**src/rtl/uart_pkg.sv**
```systemverilog
// Shared types and constants for the 8N1 UART transmitter.
package uart_pkg;

    localparam int UART_DATA_BITS = 8;

    typedef enum logic [1:0] {
        IDLE  = 2'd0,
        START = 2'd1,
        DATA  = 2'd2,
        STOP  = 2'd3
    } uart_state_e;

endpackage

```
**src/rtl/uart_tx_fifo.sv**
```systemverilog
// First-word-fall-through byte FIFO; occupancy held in its own counter so
// full and empty stay distinct when the wrapping pointers meet.
module uart_tx_fifo #(
    parameter int WIDTH = 8,
    parameter int DEPTH = 4
) (
    input  logic                     clk,
    input  logic                     rst,
    input  logic                     push,
    input  logic                     pop,
    input  logic [WIDTH-1:0]         din,
    output logic [WIDTH-1:0]         dout,
    output logic                     full,
    output logic                     empty,
    output logic [$clog2(DEPTH):0]   count
);

    localparam int AW = $clog2(DEPTH);

    logic [WIDTH-1:0] mem [DEPTH];
    logic [AW-1:0]    wr_ptr;
    logic [AW-1:0]    rd_ptr;
    logic             do_push;
    logic             do_pop;

    assign full    = (count == (AW+1)'(DEPTH));
    assign empty   = (count == '0);
    assign do_push = push && !full;
    assign do_pop  = pop && !empty;
    assign dout    = mem[rd_ptr];

    always_ff @(posedge clk or posedge rst) begin
        if (rst) begin
            wr_ptr <= '0;
            rd_ptr <= '0;
            count  <= '0;
        end else begin
            if (do_push) begin
                wr_ptr <= wr_ptr + 1'b1;
            end
            if (do_pop) begin
                rd_ptr <= rd_ptr + 1'b1;
            end
            case ({do_push, do_pop})
                2'b10:   count <= count + 1'b1;
                2'b01:   count <= count - 1'b1;
                default: count <= count;
            endcase
        end
    end

    // Storage needs no reset: clearing the pointers discards the contents.
    always_ff @(posedge clk) begin
        if (do_push) begin
            mem[wr_ptr] <= din;
        end
    end

endmodule

```
**src/rtl/uart_tx_8n1.sv**
```systemverilog
// UART transmitter: valid/ready byte input into a small FIFO, serialised as
// start / 8 data bits LSB first / STOP_BITS stop bits on an idle-high line.
module uart_tx_8n1 #(
    parameter int CLKS_PER_BIT = 140,
    parameter int FIFO_DEPTH   = 4,
    parameter int STOP_BITS    = 1
) (
    input  logic                          clk,
    input  logic                          rst,
    input  logic [7:0]                    in_data,
    input  logic                          in_valid,
    output logic                          in_ready,
    input  logic                          tx_en,
    output logic                          tx,
    output logic                          busy,
    output logic [$clog2(FIFO_DEPTH):0]   fifo_count
);

    import uart_pkg::*;

    localparam int BW = $clog2(CLKS_PER_BIT);

    uart_state_e               state;
    logic [BW-1:0]             baud_cnt;
    logic [2:0]                bit_cnt;
    logic [UART_DATA_BITS-1:0] shift;
    logic [UART_DATA_BITS-1:0] head;
    logic                      full;
    logic                      empty;
    logic                      push;
    logic                      pop;
    logic                      baud_last;
    logic                      stop_last;

    // in_ready depends only on registered FIFO occupancy, never on pop.
    assign in_ready  = !full;
    assign push      = in_valid && in_ready;
    assign baud_last = (baud_cnt == BW'(CLKS_PER_BIT - 1));
    assign stop_last = (bit_cnt == 3'(STOP_BITS - 1));
    assign pop       = tx_en && !empty &&
                       ((state == IDLE) || (state == STOP && baud_last && stop_last));
    assign busy      = (state != IDLE) || !empty;

    uart_tx_fifo #(
        .WIDTH (UART_DATA_BITS),
        .DEPTH (FIFO_DEPTH)
    ) u_fifo (
        .clk   (clk),
        .rst   (rst),
        .push  (push),
        .pop   (pop),
        .din   (in_data),
        .dout  (head),
        .full  (full),
        .empty (empty),
        .count (fifo_count)
    );

    // tx carries an async set so reset forces the line idle mid-frame.
    always_ff @(posedge clk or posedge rst) begin
        if (rst) begin
            state    <= IDLE;
            tx       <= 1'b1;
            baud_cnt <= '0;
            bit_cnt  <= '0;
            shift    <= '0;
        end else begin
            case (state)
                IDLE: begin
                    tx <= 1'b1;
                    if (pop) begin
                        shift    <= head;
                        tx       <= 1'b0;
                        baud_cnt <= '0;
                        state    <= START;
                    end
                end
                START: begin
                    if (baud_last) begin
                        baud_cnt <= '0;
                        tx       <= shift[0];
                        bit_cnt  <= '0;
                        state    <= DATA;
                    end else begin
                        baud_cnt <= baud_cnt + 1'b1;
                    end
                end
                DATA: begin
                    if (baud_last) begin
                        baud_cnt <= '0;
                        if (bit_cnt == 3'(UART_DATA_BITS - 1)) begin
                            tx      <= 1'b1;
                            bit_cnt <= '0;
                            state   <= STOP;
                        end else begin
                            shift   <= shift >> 1;
                            tx      <= shift[1];
                            bit_cnt <= bit_cnt + 1'b1;
                        end
                    end else begin
                        baud_cnt <= baud_cnt + 1'b1;
                    end
                end
                STOP: begin
                    if (baud_last) begin
                        baud_cnt <= '0;
                        if (stop_last) begin
                            bit_cnt <= '0;
                            // Chaining straight into the next start bit leaves no idle gap.
                            if (pop) begin
                                shift <= head;
                                tx    <= 1'b0;
                                state <= START;
                            end else begin
                                state <= IDLE;
                            end
                        end else begin
                            bit_cnt <= bit_cnt + 1'b1;
                        end
                    end else begin
                        baud_cnt <= baud_cnt + 1'b1;
                    end
                end
                default: begin
                    tx    <= 1'b1;
                    state <= IDLE;
                end
            endcase
        end
    end

endmodule

```
**config.mk**
```make
export PLATFORM = sky130hd
export DESIGN_NAME = uart_tx_8n1
export DESIGN_NICKNAME = d
export VERILOG_FILES = /design/src/rtl/uart_pkg.sv /design/src/rtl/uart_tx_fifo.sv /design/src/rtl/uart_tx_8n1.sv
export SDC_FILE = /design/constraint.sdc
export NUM_CORES = 1
export LEC_CHECK = 0
export ABC_AREA = 1
export CAP_MARGIN = 20
export CELL_PAD_IN_SITES_DETAIL_PLACEMENT = 1
export CELL_PAD_IN_SITES_GLOBAL_PLACEMENT = 1
export CORE_MARGIN = 2
export CORE_UTILIZATION = 50
export DETAILED_ROUTE_END_ITERATION = 8
export GPL_ROUTABILITY_DRIVEN = 0
export GPL_TIMING_DRIVEN = 0
export PLACE_DENSITY = 0.9
export SLEW_MARGIN = 10
export SYNTH_ARGS = -nofsm -noshare
export SYNTH_HDL_FRONTEND = slang
export SYNTH_SLANG_ARGS = --single-unit
```
**constraint.sdc**
```tcl
create_clock -name clk -period 6 [get_ports clk]
set_input_delay 1.2 -clock clk [delete_from_list [all_inputs] [get_ports clk]]
set_output_delay 1.2 -clock clk [all_outputs]
set_load 0.005 [all_outputs]
```
# --- Word level (Yosys, flattened, before mapping) ---
# Memories as Yosys holds them, arrays and structs flattened.
# Cells that the tools add are included.
totals:
  inputBits: 12
  elab_cells: 88
  ram_bits: 32
  reg_bits: 29
  memories: 1
mem_list:
  columns: ["memory", "words", "word_bits", "rd", "rd_clocked_by_memory_dff", "wr", "line_no", "text"]
  rows:
  - ["u_fifo.mem", 4, 8, 1, 0, 1, "uart_tx_fifo.sv:20", "logic [WIDTH-1:0] mem [DEPTH];"]
op_classes:
  mux: 34
  n_eq_ne: 16
  add_sub_neg: 6
  reduce_logical: 23
ops:
  columns: ["op", "count"]
  rows:
  - ["two-way mux 8 bit", 7]
  - ["case mux 8 bit (3 select lines)", 1]
  - ["case mux 8 bit (2 select lines)", 1]
  - ["two-way mux 3 bit", 5]
  - ["two-way mux 2 bit", 6]
  - ["inequality test 2 bit, second input constant", 6]
  - ["two-way mux 1 bit", 10]
  - ["AND reduction 5 bit", 2]
  - ["case mux 3 bit (3 select lines)", 1]
  - ["adder 8 x 1 -> 8 bit, second input constant", 1]
  - ["== test 8 bit, second input constant", 1]
  - ["case mux 2 bit (4 select lines)", 1]
  - ["logical AND 1 bit", 7]
  - ["adder 3 x 1 -> 3 bit, second input constant", 2]
  - ["== test 2 bit, second input constant", 3]
  - ["== test 3 bit, second input constant", 2]
  - ["logical NOT 3 bit", 2]
  - ["case mux 3 bit (2 select lines)", 1]
  - ["AND reduction 6 bit", 1]
  - ["nonzero test 3 bit", 2]
  - ["adder 2 x 1 -> 2 bit, second input constant", 2]
  - ["== test 2 x 1 -> 1 bit, second input constant", 2]
  - ["inequality test 2 x 1 -> 1 bit, second input constant", 2]
  - ["case mux 1 bit (4 select lines)", 1]
  - ["7 further kinds", 10]

# --- Logic depth before layout (Yosys ltp) ---
logic_depth:
  word_depth: 9
  depth_mapped: 15
  mapped_depth_nobuf: 14

# --- Modules after synthesis ---
# A second synthesis with hierarchy kept.
unflattened:
  cells_unflattened: 339
  area_unflattened_um2: 3200.6
by_module_without_submodules:
  columns: ["mod", "seq_area_each_um2", "instances", "cells_per_inst", "area_each_um2"]
  rows:
  - ["uart_tx_fifo", 1136.1, 1, 155, 1755.4]
  - ["uart_tx_8n1", 551.8, 1, 184, 1445.1]

# --- Worst setup path after synthesis ---
# Ideal clock, no wire load.
synth_timing:
  kind: "input-to-reg"
  startpoint: "input tx_en"
  endpoint: "register u_fifo.count[2]"
  n_path_buf: 0
  cell_stages: 10
  slack_ps: 3330
  t_arrival_ps: 2539
  required_time_ps: 5869
  cell_sequence: "nand2_2 -> nor2_8 -> nand2_8 -> inv_1 -> ha_1 -> inv_1 -> fa_1 -> a21oi_1 -> o21ai_0 -> xor2_1"
synth_via:
  elab_chain_len: 5
synth_rtl:
  columns: ["element", "line_no", "text"]
  rows:
  - ["start, declared", "uart_tx_8n1.sv:13", "input logic tx_en,"]
  - ["logical AND 1 bit (*) (2 in a row)", "uart_tx_8n1.sv:40", "assign pop = tx_en && !empty &&"]
  - ["logical AND 1 bit (*)", "uart_tx_fifo.sv:29", "assign do_pop = pop && !empty;"]
  - ["via u_fifo.do_pop", "uart_tx_fifo.sv:24", "logic do_pop;"]
  - ["== test 2 x 1 -> 1 bit or == test 2 bit (tied branches)", "uart_tx_fifo.sv:44", "case ({do_push, do_pop})"]
  - ["case mux 3 bit (2 select lines) or nonzero test 2 bit (tied branches)", null, null]
  - ["end signal, assigned", "uart_tx_fifo.sv:45", "2'b10: count <= count + 1'b1;"]
  - ["end signal, assigned", "uart_tx_fifo.sv:46", "2'b01: count <= count - 1'b1;"]
  - ["end signal, assigned", "uart_tx_fifo.sv:47", "default: count <= count;"]
  - ["end, declared", "uart_tx_fifo.sv:15", "output logic [$clog2(DEPTH):0] count"]
# The timed path passes the listed nets; every way through them passes the cells marked *.
# A chain may end at the register's enable or synchronous reset.

# --- Final worst setup path ---
layout_timing:
  startpoint: "register state[0]"
  endpoint: "output busy"
layout_via:
  elab_chain_len: 2
layout_rtl:
  columns: ["element", "line_no", "text"]
  rows:
  - ["start, declared", "uart_tx_8n1.sv:23", "uart_state_e state;"]
  - ["start signal, assigned", "uart_tx_8n1.sv:62", "state <= IDLE;"]
  - ["start signal, assigned", "uart_tx_8n1.sv:75", "state <= START;"]
  - ["start signal, assigned", "uart_tx_8n1.sv:83", "state <= DATA;"]
  - ["nonzero test 2 bit", "uart_tx_8n1.sv:42", "assign busy = (state != IDLE) || !empty;"]
  - ["logical OR 1 bit", "uart_tx_8n1.sv:42", null]
  - ["end, declared", "uart_tx_8n1.sv:15", "output logic busy,"]
# No other way between the ends.

==> metrics.cfg <==
[cts]
cts-htree-levels=3
cts-root-buf=clkbuf_8
cts_resized=0
numCtsBuffers=9
clk_pin_slew_ns=0.08
cts.sink_count=61
cts_setup_buffers=0
hold_buffers=0
cts_buffer_depth=2
clk_latency_ns=0.35
cts_tree=yes

[synth]
syn_area_per_cell_sq_um=9.744
synth_cells=316
synthMuxAreaShare_pct=0
synth_top_family_by_area=simple AND/OR/NAND/NOR gates
synth_compound_area_share_pct=4.348
ys_seq_elements=61
synth_fa_ha_area_share_pct=6.745
post_synth_num_cell_types=33
synth_nets=344
synthXorXnorAreaFrac_pct=2.844
yosys_warnings=0
synth-simple-area-share_pct=25.52
seq_area_frac_synth_pct=54.82
synth_area_sq_um=3079

[cells_and_area]
stdcell_count=425
mostFrequentLayoutCells=nand2_1, nand3_1, edfxtp_1
final_common_cell=nand2_1
syn_to_final_growth_pct=15.64
n_antenna_cell=0
nets=373
fill_cells=662
multiInputGateArea_sq_um=1215
drive_gt1_share_pct=11.43
regArea_sq_um=1688

[power_and_ir_drop]
p_leak_nw=1.548
ir_drop_mv=0.1672
total_power_w=0.0008214
power_density_nw_per_um2=230.7

[sta]
rsz0062_at_grt=no
hold_violations=0
holdWs_ns=0.4727
fmax_mhz=314.1
fin_crit_ns=3.184
setup_violations=0
fin_skew_ns=0.01145
finalCritPeriodShare_pct=53.06
slew_violations=0
worst_pin_slew_ns=0.8315
tns_ns=0
max_slew_margin_pct=44.36

[grt]
grt-ovfl-total=0
grt_pass1_vias=2483
grt_use_total_pct=26.61
use_met3_pct=6.196
grtUsageMet1_pct=32.41
top_usage_layer=met2
grt_max_degree=18
antenna_found_initial=0
grt_first_pass_wirelength_microns=12850
use_met2_pct=44.19

[floorplan]
num_rows=28
die_h_microns=82.48
core_area_sq_um=5921
start_util_pct=52.01
fp.dieW_microns=82.48
io_pins=18
die_area_sq_um=6802

[placed_design]
dp_hpwl_microns=5660
io_buffers=17
place_inst=409

[detailed_routing]
wirelength_microns=7948
firstDrtPassIters=4
drt_iter0_drc=99
viasPerCell=5.438
antenna_left=0
wire_per_inst_microns=18.70
drc=0
vias=2311

[worst_setup_path]
cp_max_fo=10
cp-end-kind=output port
cp-start-kind=flip-flop
slowest_stage=clkdlybuf4s50_1
cpPeakStageDelay_ns=0.50
cp_cell_sequence=inv_1, ha_1, buf_4, nand4_1, clkdlybuf4s50_1
critical_path_required_ns=4.80
worstPathArrival_ns=1.98
r2r_cells=15
critPathKind=flip-flop to output port

[hold_path]
min_path_type=flip-flop to flip-flop
hold_path_depth=2

[flow_run]
cap_violations=0

[run_status]
status=complete, no violations

-- critical path: cells and delay by family, from the launching register on --
family | cells | cell delay (ns)
buffers and inverters | 3 | 0.83
flip-flops | 1 | 0.48
adder cells (fa/ha/maj) | 1 | 0.22
AND/OR/NAND/NOR | 1 | 0.11
-- worst paths after layout --
check | start | end | slack [ns]
worst max register to register | state[0] | u_fifo.count[2] | 3.30
max in group asynchronous | rst | u_fifo.wr_ptr[1] | 4.26
worst min register to register | tx | tx | 0.47
worst min-delay path | tx | tx | 0.47
worst max-delay path | state[0] | busy | 2.82
min in group asynchronous | rst | bit_cnt[0] | 1.22
-- flip-flops by register name, summed over array words and instances (netlist names) --
| register | flops |
|---|---|
| baud_cnt | 8 |
| tx | 1 |
| state | 2 |
| bit_cnt | 3 |
| shift | 8 |
| u_fifo.wr_ptr | 2 |
| u_fifo.count | 3 |
| u_fifo.mem | 32 |
| u_fifo.rd_ptr | 2 |
-- kinds of logic after synthesis --
| family | after synthesis |
|---|---|
| AOI/OAI and AO/OA | 23 |
| xor gates and xnor gates | 10 |
| adders and majority gates | 16 |
| buffers and inverters | 40 |
| DFF | 61 |
| and+or+nand+nor | 166 |
-- synthesized netlist by cell type, drive strengths merged --
cell	instances	area, sq um
edfxtp	32	960.9
o21ai	13	65.06
nand4	1	6.260
clkbuf	2	17.51
inv	33	123.9
or2	1	6.260
dfstp	1	26.28
buf	5	35.02
ha	15	187.7
fa	1	20.02
dfrtp	28	700.7
nand2	98	427.9
o22ai	3	18.77
nor2	21	115.1
nand3	43	220.2
a21oi	7	50.05
xor2	8	70.07
xnor2	2	17.52
nor3	2	10.01
-- layout make-up --
cell class                 instances  share of cell area [%]
timing repair buffer              18                   5.552
sequential                        61                   47.40
clock inverter                     6                   1.757
multi-input combinational        215                   34.12
clock buffer                      10                   3.584
inverter                          33                   3.479
buffer                             7                   1.476
tap                               75                   2.635
-- metal layers --
| layer | vias up | wire, microns |
|---|---|---|
| met1 | 1144 | 3462 |
| met2 | 52 | 4039 |
| met5 | - | 0 |
| met4 | 0 | 222 |
| met3 | 24 | 223 |
| li1 | 1091 | - |
-- through the flow --
step	cell area (sq um)	util, %	setup slack [ns]
floorplan	3079	-	3.330
CTS	3561	60.14	2.801
finish	3561	60.14	2.816
detailed placement	3371	56.93	2.664
global placement	3343	56.47	2.709
global route	3561	60.14	2.730
-- where the power goes --
| group | internal [W] | switching, W |
|---|---|---|
| clock network | 0.000191 | 0.000172 |
| logic | 0.00000838 | 0.00000909 |
| registers | 0.000441 | 0 |
No activity file was read; power rests on OpenSTA's default activity.
